<file path="config.mk">
export PLATFORM = sky130hd
export DESIGN_NAME = lsu_arbiter
export DESIGN_NICKNAME = d
export VERILOG_FILES = /design/src/rtl/lsu_arb_pkg.sv /design/src/rtl/lsu_arb_starve.sv /design/src/rtl/lsu_arbiter.sv
export SDC_FILE = /design/constraint.sdc
export NUM_CORES = 1
export LEC_CHECK = 0
export ABC_AREA = 1
export BUFFER_PORTS_ARGS = -buffer_cell sky130_fd_sc_hd__buf_4
export CAP_MARGIN = 20
export CORE_AREA = 4 4 107 109
export CTS_BUF_LIST = sky130_fd_sc_hd__clkbuf_4 sky130_fd_sc_hd__clkbuf_8
export DETAILED_ROUTE_END_ITERATION = 8
export DIE_AREA = 0 0 111 113
export PLACE_DENSITY_LB_ADDON = 0.1
export SYNTH_ARGS = -nofsm -noshare
export SYNTH_HDL_FRONTEND = slang
export SYNTH_SLANG_ARGS = --single-unit
</file>
<file path="constraint.sdc">
create_clock -name i_clk -period 3.9 [get_ports i_clk]
set_input_delay 0.585 -clock i_clk [delete_from_list [all_inputs] [get_ports i_clk]]
set_output_delay 0.585 -clock i_clk [all_outputs]
set_load 0.1 [all_outputs]
</file>
<file path="src/rtl/lsu_arb_pkg.sv">
// Shared types and constants for the two-port LSU arbiter.
// Request bundle layout, port indices and funct3 access encodings.
package lsu_arb_pkg;

    typedef struct packed {
        logic [31:0] addr;
        logic [31:0] wdata;
        logic        wren;
        logic [2:0]  funct3;
    } lsu_req_t;

    localparam logic PORT_PIPE = 1'b0;
    localparam logic PORT_AUX  = 1'b1;

    localparam logic [2:0] LB  = 3'b000;
    localparam logic [2:0] LH  = 3'b001;
    localparam logic [2:0] LW  = 3'b010;
    localparam logic [2:0] LBU = 3'b100;
    localparam logic [2:0] LHU = 3'b101;
    localparam logic [2:0] SB  = 3'b000;
    localparam logic [2:0] SH  = 3'b001;
    localparam logic [2:0] SW  = 3'b010;

endpackage

</file>
<file path="src/rtl/lsu_arb_starve.sv">
// Starvation counter for the secondary port: counts consecutive denied cycles,
// saturates at STARVE_MAX, and raises o_force once the limit is reached.
module lsu_arb_starve
    import lsu_arb_pkg::*;
#(
    parameter int STARVE_MAX = 4,
    parameter int CNT_W      = 4
) (
    input  logic             i_clk,
    input  logic             i_reset,
    input  logic             i_p1_valid,
    input  logic             i_p1_grant,
    output logic [CNT_W-1:0] o_cnt,
    output logic             o_force
);

    localparam logic [CNT_W-1:0] CNT_MAX = CNT_W'(STARVE_MAX);

    logic [CNT_W-1:0] cnt_q;
    logic [CNT_W-1:0] cnt_d;

    always_comb begin
        cnt_d = '0;
        if (i_p1_valid && !i_p1_grant) begin
            cnt_d = (cnt_q == CNT_MAX) ? cnt_q : cnt_q + 1'b1;
        end
    end

    always_ff @(posedge i_clk or posedge i_reset) begin
        if (i_reset) begin
            cnt_q <= '0;
        end else begin
            cnt_q <= cnt_d;
        end
    end

    assign o_cnt   = cnt_q;
    assign o_force = (cnt_q == CNT_MAX);

endmodule

</file>
<file path="src/rtl/lsu_arbiter.sv">
// Shares the single LSU port between the MEM stage (port 0) and a loader/DMA (port 1).
// Same-cycle combinational grant; load data returns one cycle later tagged to its owner.
module lsu_arbiter
    import lsu_arb_pkg::*;
#(
    parameter int STARVE_MAX = 4,
    parameter int CNT_W      = 4
) (
    input  logic             i_clk,
    input  logic             i_reset,

    input  logic             i_p0_valid,
    input  logic [31:0]      i_p0_addr,
    input  logic [31:0]      i_p0_wdata,
    input  logic             i_p0_wren,
    input  logic [2:0]       i_p0_funct3,
    output logic             o_p0_ready,
    output logic             o_p0_stall,
    output logic             o_p0_rvalid,

    input  logic             i_p1_valid,
    input  logic [31:0]      i_p1_addr,
    input  logic [31:0]      i_p1_wdata,
    input  logic             i_p1_wren,
    input  logic [2:0]       i_p1_funct3,
    output logic             o_p1_ready,
    output logic             o_p1_rvalid,

    output logic [31:0]      o_rdata,

    output logic [31:0]      o_lsu_addr,
    output logic [31:0]      o_lsu_st_data,
    output logic             o_lsu_wren,
    output logic             o_lsu_ren,
    output logic [2:0]       o_lsu_funct3,
    input  logic [31:0]      i_lsu_ld_data,

    output logic [CNT_W-1:0] o_starve_cnt
);

    lsu_req_t p0_req;
    lsu_req_t p1_req;
    lsu_req_t lsu_req;

    logic grant0;
    logic grant1;
    logic any_grant;
    logic force_p1;

    logic rd_pending_q, rd_pending_d;
    logic rd_owner_q,   rd_owner_d;

    assign p0_req = '{addr: i_p0_addr, wdata: i_p0_wdata, wren: i_p0_wren, funct3: i_p0_funct3};
    assign p1_req = '{addr: i_p1_addr, wdata: i_p1_wdata, wren: i_p1_wren, funct3: i_p1_funct3};

    // Port 0 has priority unless port 1 has waited STARVE_MAX cycles.
    assign grant1    = i_p1_valid && (!i_p0_valid || force_p1);
    assign grant0    = i_p0_valid && !grant1;
    assign any_grant = grant0 || grant1;

    always_comb begin
        lsu_req = '0;
        if (grant1) begin
            lsu_req = p1_req;
        end else if (grant0) begin
            lsu_req = p0_req;
        end
    end

    assign o_lsu_addr    = lsu_req.addr;
    assign o_lsu_st_data = lsu_req.wdata;
    assign o_lsu_funct3  = lsu_req.funct3;
    assign o_lsu_wren    = any_grant &&  lsu_req.wren;
    assign o_lsu_ren     = any_grant && !lsu_req.wren;

    assign o_p0_ready = grant0;
    assign o_p1_ready = grant1;
    assign o_p0_stall = i_p0_valid && !grant0;

    lsu_arb_starve #(
        .STARVE_MAX (STARVE_MAX),
        .CNT_W      (CNT_W)
    ) u_starve (
        .i_clk      (i_clk),
        .i_reset    (i_reset),
        .i_p1_valid (i_p1_valid),
        .i_p1_grant (grant1),
        .o_cnt      (o_starve_cnt),
        .o_force    (force_p1)
    );

    always_comb begin
        rd_pending_d = o_lsu_ren;
        rd_owner_d   = rd_owner_q;
        if (o_lsu_ren) begin
            rd_owner_d = grant1 ? PORT_AUX : PORT_PIPE;
        end
    end

    always_ff @(posedge i_clk or posedge i_reset) begin
        if (i_reset) begin
            rd_pending_q <= 1'b0;
            rd_owner_q   <= PORT_PIPE;
        end else begin
            rd_pending_q <= rd_pending_d;
            rd_owner_q   <= rd_owner_d;
        end
    end

    // Load data is already registered inside the LSU, so it passes straight through.
    assign o_p0_rvalid = rd_pending_q && (rd_owner_q == PORT_PIPE);
    assign o_p1_rvalid = rd_pending_q && (rd_owner_q == PORT_AUX);
    assign o_rdata     = i_lsu_ld_data;

endmodule

</file>
# [Word-level counts from Yosys, hierarchy flattened]
# Index checks and enable logic that the tools add are counted.
[totals] output_inout_bits=110 in_bits=172 ff_bits=6
[op_classes] add_sub_neg=1 n_reduce_logical=14 bitwise=1 mux=5 eq_ne=2
[ops] op="$mux 68" n=2
[ops] op="$logic_and 1x1->1" n=8
[ops] op="$mux 4" n=2
[ops] op="$add 4x1->4 const B" n=1
[ops] op="$eq 4x3->1 const B" n=1
[ops] op="$logic_not 1->1" n=4
[ops] op="$logic_or 1x1->1" n=2
[ops] op="$ne 2x2->1 const B" n=1
[ops] op="$mux 1" n=1
[ops] op="$not 1->1" n=1

# [Logic depth before layout (Yosys ltp)]
# Gate-level depths: netlist of run 1.
[depth] depth_word=9 ltp_mapped=11 depth_no_buf=9

# [By module]
# A second synthesis of run 1 with hierarchy kept.
[unflattened] cells_unflattened=169 area_unflattened_um2=1302.5
[modules_own_cells] module="lsu_arbiter" n_inst=1 seq_area_each_um2=50.0 cells_each=137 area_each_um2=1048.5
[modules_own_cells] module="lsu_arb_starve" n_inst=1 seq_area_each_um2=100.1 cells_each=32 area_each_um2=254.0

# [Least setup slack after synthesis of run 1]
# No wires, ideal clock.
[synth_timing] path_kind="reg-to-output" start="register u_starve.cnt_q[0] (netlist: u_starve.o_cnt[0])" end="output o_lsu_addr[22]" t_required_ps=3315 path_slack_ps=401 path_stages_with_launch=11 n_path_buf=1 arrival_time_ps=2914 cell_sequence="dfrtp_1 inv_1 ha_1 nand3_2 nand2_2 nand2_2 nand2_1 inv_2 buf_2 nand2_1 nand2_1"
[synth_between] elab_chain_len=7
[synth_rtl] item="start: declaration" line_no="lsu_arb_starve.sv:19" source="logic [CNT_W-1:0] cnt_q;"
[synth_rtl] item="start signal: assignment" line_no="lsu_arb_starve.sv:33" source="cnt_q <= cnt_d;"
[synth_rtl] item="$eq 4x3->1" line_no="lsu_arb_starve.sv:38" source="assign o_force = (cnt_q == CNT_MAX);"
[synth_rtl] item="$logic_or 1x1->1" line_no="lsu_arbiter.sv:57" source="assign grant1 = i_p1_valid && (!i_p0_valid || force_p1);"
[synth_rtl] item="$logic_and 1x1->1" line_no="lsu_arbiter.sv:57"
[synth_rtl] item="$logic_not 1->1" line_no="lsu_arbiter.sv:58" source="assign grant0 = i_p0_valid && !grant1;"
[synth_rtl] item="$logic_and 1x1->1" line_no="lsu_arbiter.sv:58"
[synth_rtl] item="via o_p0_ready" line_no="lsu_arbiter.sv:17" source="output logic o_p0_ready,"
[synth_rtl] item="$mux 68" line_no="lsu_arbiter.sv:65" source="end else if (grant0) begin"
[synth_rtl] item="$mux 68" line_no="lsu_arbiter.sv:63" source="if (grant1) begin"
[synth_rtl] item="end: declaration" line_no="lsu_arbiter.sv:31" source="output logic [31:0] o_lsu_addr,"
# The timed path passes the listed nets, and every way through them passes these cells.

# [Worst setup path in the final report of run 1]
[layout_timing] start="register u_starve.cnt_q[0] (netlist: u_starve.o_cnt[0])" end="output o_lsu_st_data[10]"
[layout_between] elab_chain_len=7
[layout_rtl] item="$eq 4x3->1 *" line_no="lsu_arb_starve.sv:38"
[layout_rtl] item="$logic_or 1x1->1 *" line_no="lsu_arbiter.sv:57"
[layout_rtl] item="$logic_and 1x1->1 *" line_no="lsu_arbiter.sv:57"
[layout_rtl] item="$logic_not 1->1" line_no="lsu_arbiter.sv:58"
[layout_rtl] item="$logic_and 1x1->1" line_no="lsu_arbiter.sv:58"
[layout_rtl] item="$mux 68" line_no="lsu_arbiter.sv:65"
[layout_rtl] item="$mux 68 *" line_no="lsu_arbiter.sv:63"
[layout_rtl] item="end: declaration" line_no="lsu_arbiter.sv:32" source="output logic [31:0] o_lsu_st_data,"
# Mark *: on every way between the ends. The rest lies on a longest branch, timed or not.

==> summary.md, run 1 <==
| Metric | Value |
|---|---|
| Status | `finished, final reports clean` |
| DR WL/cell | `11.61 µm` |
| Port-buffer cells | `217` |
| CTS Hold Bufs | `0` |
| RD Place Congestion | `0.8138` |
| DR vias | `2,207` |
| Largest net degree at the start of global routing | `36` |
| Gr usage total | `10.05%` |
| WS Path Type | `reg -> out` |
| Worst-Margin Slew | `0.6006 ns` |
| Switching power share of the total | `64.32%` |
| Clk root buf | `clkbuf_8` |
| Syn Nets | `464` |
| Ant. Diodes | `0` |
| Post-CTS Resized | `0` |
| Count of different cell masters after synthesis | `16` |
| Final period util | `76.04%` |
| FMAX | `337.2 MHz` |
| Core area | `10,600 µm²` |
| Reg power frac | `7.5%` |
| Area taken by multi-input logic gates | `895.9 µm²` |
| Power Density | `304.3 nW/µm²` |
| Worst Hold Margin | `0.2847 ns` |
| Dpl ws | `1.127 ns` |
| Synthesized instance count | `290` |
| Vias in the first global route | `2,097` |
| Net Switching | `0.5816 mW` |
| Antenna violations before repair | `0` |
| Vias per cell | `3.636` |
| Worst setup margin | `0.9345 ns` |
| Rows | `38` |
| CTS tree | `done` |
| Min Tclk post-route | `2.966 ns` |
| Final Non-Filler Cells | `607` |
| Arrival @ worst endpoint | `2.38 ns` |
| ANT nets after route | `0` |
| First-pass GRT wire length | `10.52 mm` |
| DP Area | `2930 µm²` |
| DRC | `0` |
| Cells after DPL | `604` |
| Final core occ | `28.03%` |
| Fin. max-slew vios | `0` |
| MaxCap Viol Count | `0` |
| DPL Wire Length | `5.884 mm` |
| Register area | `150.1 µm²` |
| Req. time, crit path | `3.31 ns` |
| Fin. Hold Viols | `0` |
| Post-CTS Setup Bufs | `0` |
| Clock Latency Late Sink | `0.22 ns` |
| Die Area | `12,540 µm²` |
| Sequential element share of the synthesized area | `10.49%` |
| Ys Warns | `0` |
| Pre-antenna DRT Iters | `4` |
| Clk sinks | `6` |
| Fill count | `1,202` |
| Unrepaired setup endpoints after global routing | `false` |
| Initial Util | `13.50%` |
| GR Overflow Total | `0` |
| Die Wd | `111 µm` |
| Comb pwr share | `82.2%` |
| Int Pwr | `0.3226 mW` |
| Die height | `113 µm` |
| H-tree lvl count | `1` |
| Fraction of layout cells with a size suffix above 1 | `49.04%` |
| Design area | `2972 µm²` |
| CTS Buf Count | `3` |
| Final setup fails | `0` |
| CP endpoint kind | `primary output` |
| TNS Setup | `0 ns` |
| Ports | `282` |
| Final #Nets | `643` |
| Worst Hold Class | `in -> async` |
| Clk buf depth | `2` |
| Tot Pwr | `0.9042 mW` |
| Clk_skew | `0.001999 ns` |
| Register clock-pin slew on the reported worst setup and hold paths | `0.04 ns` |
| Worst IR Drop VDD | `0.0003127 V` |
| Syn Std Cell Area | `1431 µm²` |
| Clock network fraction of total power | `10.3%` |
| Mean post-synth cell area | `4.936 µm²` |
| Initial drt markers | `103` |
| Post-Route WL | `7.050 mm` |
| Slew HR | `59.90%` |
| Peak fanout along the critical path | `35` |
| Area growth from synthesis to layout | `107.6%` |
| FF+latch count, synth | `6` |
| CP startpoint kind | `flop` |
| P_leak | `1.872 nW` |
==> critical path: stages, from the launching register on <==
cell and delay, ns:
dfrtp_1 0.40, inv_1 0.06, ha_1 0.20, nand3_2 0.08, nand2_2 0.06, nand2_2 0.09
nand2_1 0.07, inv_2 0.44, buf_12 0.27, nand2_1 0.07, nand2_1 0.09, buf_4 0.29
==> cells in the final DEF, fill, tap and decap left out <==
| cell | synthesis | layout |
|---|---|---|
| buf_12 | 0 | 1 |
| buf_4 | 32 | 219 |
| clkbuf_8 | 0 | 3 |
| dfrtp_1 | 6 | 6 |
| ha_1 | 2 | 2 |
| inv_1 | 10 | 10 |
| inv_2 | 2 | 2 |
| nand2_1 | 206 | 206 |
| nand2_2 | 2 | 2 |
| nand3_1 | 5 | 5 |
| nand3_2 | 1 | 1 |
| nor2_1 | 7 | 7 |
| or2_2 | 1 | 1 |
| xnor2_1 | 1 | 1 |
| xor2_1 | 1 | 1 |
==> power by group through the flow <==
stage / clock network (mW) / logic (mW) / registers, mW
3_5_place_dp: 0 / 0.749 / 0.0685
6_report: 0.0928 / 0.744 / 0.0677
4_1_cts: 0.0976 / 0.750 / 0.0678
5_1_grt: 0.103 / 0.775 / 0.0682
2_1_floorplan: 0 / 0.678 / 0.0752
3_3_place_gp: 0 / 0.750 / 0.0684
==> registers in the layout, indices dropped and copies added, names as in the netlist <==
| register | cells |
|---|---|
| rd_pending_q | 1 |
| rd_owner_q | 1 |
| u_starve.o_cnt | 4 |
==> logic make-up (layout without fill, tap and decap cells) <==
logic type,Yosys count,after routing,synth area share [%]
XOR/XNOR,2,2,1.224
adder cells (fa/ha/maj),2,2,1.748
buffers and inverters,58,235,26.92
flip-flops,6,6,10.49
AND/OR/NAND/NOR,222,222,59.62
==> synth_stat cells <==
library cell / count / area, µm²
inv_2: 2 / 7.510
or2_2: 1 / 6.260
clkbuf_4: 2 / 15.01
buf_2: 8 / 40.04
dfrtp_1: 6 / 150.1
nand3_1: 5 / 25.02
buf_6: 4 / 45.04
nand2_2: 2 / 12.51
nand3_2: 1 / 10.01
nor2_1: 7 / 26.28
xnor2_1: 1 / 8.760
nand2_1: 206 / 773.2
inv_1: 10 / 37.54
buf_4: 32 / 240.2
xor2_1: 1 / 8.760
ha_1: 2 / 25.02
==> cell type report <==
type	instances	area share [%]
Clock buffer	3	1.389
Inverter	12	1.516
Multi-Input combinational cell	226	30.15
Sequential cell	6	5.053
Tap cell	140	5.895
Timing Repair Buffer	220	56.00
==> final timing paths <==
| kind | from | endpoint | slack (ns) | cells past startpoint |
|---|---|---|---|---|
| worst max-delay path | u_starve.o_cnt[0] | o_lsu_st_data[10] | 0.93 | 11 |
| worst min-delay path | i_reset | rd_pending_q | 0.28 | 2 |
| worst max register to register | u_starve.o_cnt[0] | rd_owner_q | 2.61 | 9 |
| worst min register to register | rd_owner_q | rd_owner_q | 0.50 | 2 |
| max in group asynchronous | i_reset | u_starve.o_cnt[1] | 3.41 | 2 |
| min in group i_clk | rd_owner_q | rd_owner_q | 0.50 | 2 |
==> per-layer routing <==
layer | track usage, % | up-vias | wire length [µm]
met3 | 4.599 | 8 | 924
met4 | 2.053 | 0 | 75
met1 | 11.80 | 870 | 2784
met5 | 0 | - | 0
met2 | 16.95 | 156 | 3266
li1 | - | 1173 | -
No activity file was read; power rests on OpenSTA's default activity.
==> run 2, diff against run 1 <==
--- a/config.mk
+++ b/config.mk
@@ -8,10 +8,10 @@
 export ABC_AREA = 1
 export BUFFER_PORTS_ARGS = -buffer_cell sky130_fd_sc_hd__buf_4
 export CAP_MARGIN = 20
-export CORE_AREA = 4 4 107 109
+export CORE_AREA = 4 4 106 108
 export CTS_BUF_LIST = sky130_fd_sc_hd__clkbuf_4 sky130_fd_sc_hd__clkbuf_8
 export DETAILED_ROUTE_END_ITERATION = 8
-export DIE_AREA = 0 0 111 113
+export DIE_AREA = 0 0 110 112
 export PLACE_DENSITY_LB_ADDON = 0.1
 export SYNTH_ARGS = -nofsm -noshare
 export SYNTH_HDL_FRONTEND = slang
==> constraint.sdc (replaced) <==
create_clock -name i_clk -period 2.55 [get_ports i_clk]
set_input_delay 0.3825 -clock i_clk [delete_from_list [all_inputs] [get_ports i_clk]]
set_output_delay 0.3825 -clock i_clk [all_outputs]
set_load 0.1 [all_outputs]
==> run 2 against run 1 <==
Effect of this change: via count is 6.3% higher; utilization is 3.3 points higher; critical path depth stayed put; sequential share of layout area is 0.22 points lower; hold slack worse by 0.19 ns; critical endpoint is now o_lsu_addr[24]; largest cell class unchanged.
==> summary.md, run 2 (synthesis results as in run 1) <==
| Metric | Value |
|---|---|
| Status | `finished, final reports clean` |
| Rows | `37 (-2.6%)` |
| Reg2reg start | `u_starve.o_cnt[0]` |
| Ports | `282 (unchanged)` |
| Fraction of layout cells with a size suffix above 1 | `64.61% (+16 points)` |
| Worst Hold Class | `in -> async` |
| First-pass GRT wire length | `11.52 mm (+9.5%)` |
| Largest net degree at the start of global routing | `50 (+39%)` |
| DRC | `0 (unchanged)` |
| Ant. Diodes | `0 (unchanged)` |
| Most common cell after layout, fill and taps aside | `buf_4` |
| Worst-Margin Slew | `0.2928 ns (-0.3078 ns)` |
| Unrepaired setup endpoints after global routing | `false` |
| CP startpoint kind | `flop` |
| Initial Util | `13.99% (+0.49 points)` |
| CTS tree | `done` |
| Clk_skew | `0.003000 ns (+0.001000 ns)` |
| Slew HR | `80.64% (+21 points)` |
| Register clock-pin slew on the reported worst setup and hold paths | `0.04 ns (about the same)` |
| Clk sinks | `6 (unchanged)` |
| Clock Latency Late Sink | `0.22 ns (about the same)` |
| Req. time, crit path | `2.17 ns (-1.14 ns)` |
| WS Path Type | `reg -> out` |
| TNS Setup | `0 ns (unchanged)` |
| Post-CTS Setup Bufs | `0 (unchanged)` |
| H-tree lvl count | `1 (unchanged)` |
| CTS Hold Bufs | `0 (unchanged)` |
| Post-CTS Resized | `0 (unchanged)` |
| Fin. Hold Viols | `0 (unchanged)` |
| Post-Route WL | `7.698 mm (+9.2%)` |
| Fin. max-slew vios | `0 (unchanged)` |
| Core area | `10,230 µm² (-3.5%)` |
| Gr usage total | `11.61% (+1.6 points)` |
| MaxCap Viol Count | `0 (unchanged)` |
| Max FFs per register | `4 (unchanged)` |
| CP startpoint | `u_starve.o_cnt[0]` |
| RD Place Congestion | `0.7098 (-13%)` |
| FMAX | `419.3 MHz` |
| CP endpoint kind | `primary output` |
| P_leak | `1.873 nW (about the same)` |
| Area growth from synthesis to layout | `124.2%` |
| DR WL/cell | `12.72 µm (+9.6%)` |
| GR Overflow Total | `0 (unchanged)` |
| CTS Buf Count | `3 (unchanged)` |
| Antenna violations before repair | `0 (unchanged)` |
| Worst IR Drop VDD | `0.0001885 V (-40%)` |
| Initial drt markers | `79 (-23%)` |
| DR vias | `2,345 (+6.3%)` |
| Most frequent cells in the layout | `buf_4 (219), nand2_1 (139), nand2_2 (61)` |
| Port-buffer cells | `217 (unchanged)` |
| Pre-antenna DRT Iters | `4 (unchanged)` |
| Min Tclk post-route | `2.385 ns` |
| Power Density | `451.0 nW/µm² (+48%)` |
| Vias in the first global route | `2,464 (+18%)` |
| Die Area | `12,320 µm² (-1.8%)` |
| Final core occ | `31.37% (+3.3 points)` |
| DPL Wire Length | `6.546 mm (+11%)` |
| Final setup fails | `0 (unchanged)` |
| Clk root buf | `clkbuf_8` |
| Arrival @ worst endpoint | `2.00 ns (-0.38 ns)` |
| Final #Nets | `644 (+0.16%)` |
| Peak fanout along the critical path | `49 (+40%)` |
| Final period util | `93.53%` |
| Die height | `112 µm (-0.88%)` |
| ANT nets after route | `0 (unchanged)` |
| Clk buf depth | `2 (unchanged)` |
| Vias per cell | `3.876 (+6.6%)` |
| Die Wd | `110 µm (-0.90%)` |
run 2: changes by cell type in the layout (fill, tap and decap cells not counted), sizes merged:
cell,previous run,this run
buf,220,221
clkbuf,3,4
run 2: final timing paths:
check                      slack [ns]                 to  depth (start not counted)
setup / recovery                 0.17     o_lsu_addr[24]                         11
min in group i_clk               0.42         rd_owner_q                          3
hold / removal                   0.09  u_starve.o_cnt[1]                          2
setup reg to reg                 1.21         rd_owner_q                          9
hold reg to reg                  0.50         rd_owner_q                          2
max in group asynchronous        2.23  u_starve.o_cnt[2]                          2
run 2: per-layer routing:
layer / track usage, % / up-vias / routed length, µm
li1: - / 1180 / -
met2: 22.01 / 151 / 4002
met3: 6.377 / 10 / 1230
met4: 2.078 / 0 / 112
met1: 10.76 / 1004 / 2351
met5: 0 / - / 0
run 2: area by class of cell:
cell class / count / area [µm²]
inverter: 12 / 45.04
fill: 1156 / 7022
clock buffer: 4 / 48.80
tap: 136 / 170.2
timing repair buffer: 221 / 1684
multi-input combinational: 226 / 1106
sequential: 6 / 155.1
run 2: stage by stage:
stage               cell area, µm²  setup slack (ns)  total power [mW]  instances  hold slack [ns]
floorplan                     1652          -0.03153             1.194        290           0.1732
global placement              3161            0.4491             1.296        601           0.3259
detailed placement            3161            0.3934             1.298        601           0.3287
CTS                           3209            0.1448             1.464        605          0.09515
global route                  3209           0.03845             1.515        605           0.1001
finish                        3209            0.1651             1.447        605          0.09002
run 2: power by group:
group | switching (mW) | total (mW) | internal [mW]
combinational | 0.871 | 1.18 | 0.312
clock | 0.0421 | 0.160 | 0.118
sequential | 0.00364 | 0.104 | 0.100
run 2: critical path, cell delays in order, from the launching register on:
cell	delay (ns)
dfrtp_2	0.40
inv_1	0.05
ha_1	0.20
nand3_2	0.08
nand2_2	0.06
nand2_2	0.11
nand2_1	0.07
inv_2	0.08
buf_12	0.22
nand2_1	0.14
nand2_4	0.07
buf_4	0.28
==> run 3, diff against run 2 <==
--- a/config.mk
+++ b/config.mk
@@ -8,11 +8,13 @@
 export ABC_AREA = 1
 export BUFFER_PORTS_ARGS = -buffer_cell sky130_fd_sc_hd__buf_4
 export CAP_MARGIN = 20
-export CORE_AREA = 4 4 106 108
+export CELL_PAD_IN_SITES_DETAIL_PLACEMENT = 0
+export CELL_PAD_IN_SITES_GLOBAL_PLACEMENT = 1
+export CORE_AREA = 4 4 160 85
 export CTS_BUF_LIST = sky130_fd_sc_hd__clkbuf_4 sky130_fd_sc_hd__clkbuf_8
 export DETAILED_ROUTE_END_ITERATION = 8
-export DIE_AREA = 0 0 110 112
-export PLACE_DENSITY_LB_ADDON = 0.1
+export DIE_AREA = 0 0 164 89
+export PLACE_DENSITY = 0.84
 export SYNTH_ARGS = -nofsm -noshare
 export SYNTH_HDL_FRONTEND = slang
 export SYNTH_SLANG_ARGS = --single-unit
==> run 3 against run 2 <==
Effect of this change: count of clock-buffer cells in the layout unchanged; combinational power about the same; global-route usage fell by 3.4 points; clock skew is 0.0020 ns higher.
==> summary.md, run 3 (synthesis results as in run 1) <==
| Metric | Value |
|---|---|
| P_leak | `1.874 nW (about the same)` |
| Unrepaired setup endpoints after global routing | `false` |
| H-tree lvl count | `1 (unchanged)` |
| FMAX | `420.0 MHz (+0.17%)` |
| Tot Pwr | `1.445 mW (-0.15%)` |
| Worst-path cell chain | `inv_1 -> ha_1 -> nand3_2 -> nand2_2 -> nand2_2 -> nand2_1 -> inv_2 -> buf_4 -> nand2_1 -> nand2_4 -> buf_4` |
| CTS Buf Count | `3 (unchanged)` |
| First-pass GRT wire length | `9.591 mm (-17%)` |
| Ant. Diodes | `0 (unchanged)` |
| Clk sinks | `6 (unchanged)` |
| Die Area | `14,600 µm² (+18%)` |
| Endpoint of the worst-slack reg-to-reg timing path | `rd_owner_q` |
| DRC | `0 (unchanged)` |
| Core area | `12,260 µm² (+20%)` |
| Vias per cell | `3.599 (-7.1%)` |
| Gr usage total | `8.219% (-3.4 points)` |
| Initial drt markers | `73 (-7.6%)` |
| Post-Route WL | `7.144 mm (-7.2%)` |
| CP max stage cell | `dfrtp_2` |
| Antenna violations before repair | `0 (unchanged)` |
| DR WL/cell | `11.18 µm (-12%)` |
| Clock Latency Late Sink | `0.22 ns (about the same)` |
| RD Place Congestion | `0.7651 (+7.8%)` |
| Fin. Hold Viols | `0 (unchanged)` |
| Rows | `29 (-22%)` |
| Clk buf depth | `2 (unchanged)` |
| Worst Hold Class | `in -> async` |
| Largest net degree at the start of global routing | `48 (-4.0%)` |
| Critical path's largest stage delay | `0.39 ns (about the same)` |
| Worst IR Drop VDD | `0.0001437 V (-24%)` |
| Initial Util | `11.67% (-2.3 points)` |
| DPL Wire Length | `6.147 mm (-6.1%)` |
| Status | `finished, final reports clean` |
| Die Wd | `164 µm (+49%)` |
| Post-CTS Setup Bufs | `0 (unchanged)` |
| Ports | `282 (unchanged)` |
| MaxCap Viol Count | `0 (unchanged)` |
| Slew HR | `80.70% (about the same)` |
| GR Overflow Total | `0 (unchanged)` |
| Cells after DPL | `635 (+5.7%)` |
| Pre-antenna DRT Iters | `4 (unchanged)` |
| Die height | `89 µm (-21%)` |
| Req. time, crit path | `2.17 ns (about the same)` |
| Register clock-pin slew on the reported worst setup and hold paths | `0.04 ns (about the same)` |
| CP endpoint kind | `primary output` |
| ANT nets after route | `0 (unchanged)` |
| Fraction of layout cells with a size suffix above 1 | `64.61% (unchanged)` |
| Max FFs per register | `4 (unchanged)` |
| Vias in the first global route | `1,939 (-21%)` |
| Final period util | `93.37% (-0.16 points)` |
| Worst-Margin Slew | `0.2920 ns (-0.0008377 ns)` |
| Fin. max-slew vios | `0 (unchanged)` |
| Reg2reg start | `u_starve.o_cnt[0]` |
| Most frequent cells in the layout | `buf_4 (218), nand2_1 (139), nand2_2 (61)` |
| Clk_skew | `0.004986 ns (+0.001986 ns)` |
| Arrival @ worst endpoint | `2.00 ns (about the same)` |
| Min Tclk post-route | `2.381 ns (-0.004011 ns)` |
| WS Path Type | `reg -> out` |
| CTS tree | `done` |
| FF-to-FF setup slack | `1.21 ns (about the same)` |
| Area growth from synthesis to layout | `127.4%` |
| Port-buffer cells | `217 (unchanged)` |
| Peak fanout along the critical path | `21 (-57%)` |
| CP startpoint kind | `flop` |
| DR vias | `2,300 (-1.9%)` |
| R2R depth | `9 (unchanged)` |
| Power Density | `443.9 nW/µm² (-1.6%)` |
| Clk root buf | `clkbuf_8` |
| Final Non-Filler Cells | `639 (+5.6%)` |
| Most common cell after layout, fill and taps aside | `buf_4` |
| Final setup fails | `0 (unchanged)` |
| TNS Setup | `0 ns (unchanged)` |
| Final #Nets | `644 (unchanged)` |
## run 3: cell counts in the layout (fill, tap and decap cells not counted)
No cell type changed its count.
## run 3: cell type report
| cell class | count | area (µm²) |
|---|---|---|
| fillers | 1374 | 9009 |
| repair buffers | 221 | 1688 |
| multi-input cells | 226 | 1106 |
| well taps | 170 | 212.7 |
| flip-flops and latches | 6 | 155.1 |
| clock buffers | 4 | 48.80 |
| inverters | 12 | 45.04 |
## run 3: stage by stage
step / setup WS (ns) / util [%] / hold slack (ns) / area [µm²]
floorplan: -0.03153 / - / 0.1732 / 1652
detailed placement: 0.3078 / 26.12 / 0.3239 / 3203
CTS: 0.06266 / 26.52 / 0.08540 / 3252
global route: 0.0009346 / 26.55 / 0.08789 / 3256
finish: 0.1691 / 26.55 / 0.08142 / 3256
global placement: 0.3228 / 26.12 / 0.3285 / 3203
## run 3: report_power, final
group          leakage (nW)  internal (mW)  switching (mW)
registers            0.0730          0.100         0.00372
clock network        0.0262          0.118          0.0423
logic                  1.77          0.312           0.868
total                  1.87          0.531           0.914
## run 3: how the worst max path moves through the flow
stage / startpoint / endpoint / cells past startpoint
2_1_floorplan: u_starve.o_cnt[0] / o_lsu_addr[22] / 10
3_3_place_gp: u_starve.o_cnt[0] / o_lsu_addr[30] / 10
3_5_place_dp: u_starve.o_cnt[0] / o_lsu_addr[24] / 10
4_1_cts: u_starve.o_cnt[0] / o_lsu_addr[30] / 10
5_1_grt: u_starve.o_cnt[0] / o_lsu_addr[23] / 11
6_report: u_starve.o_cnt[0] / o_lsu_addr[27] / 11
## run 3: timing repair
action                                  in CTS  in global routing
endpoints found under the setup margin       0                 32
gates resized for setup                      0                  1
hold buffers                                 0                  0
## run 3: metal layers
layer	vias to the layer above	wire, µm	global-route usage, %
met5	-	0	0
met4	0	50	1.598
met3	6	988	4.330
met2	136	3147	11.76
met1	977	2958	11.01
li1	1181	-	-
## run 3: critical path, delay by kind of cell, from the launching register on
kind          cells  cell delay, ns
flops             1            0.39
buf+inv           4            0.65
fa+ha+maj         1            0.20
simple gates      6            0.52
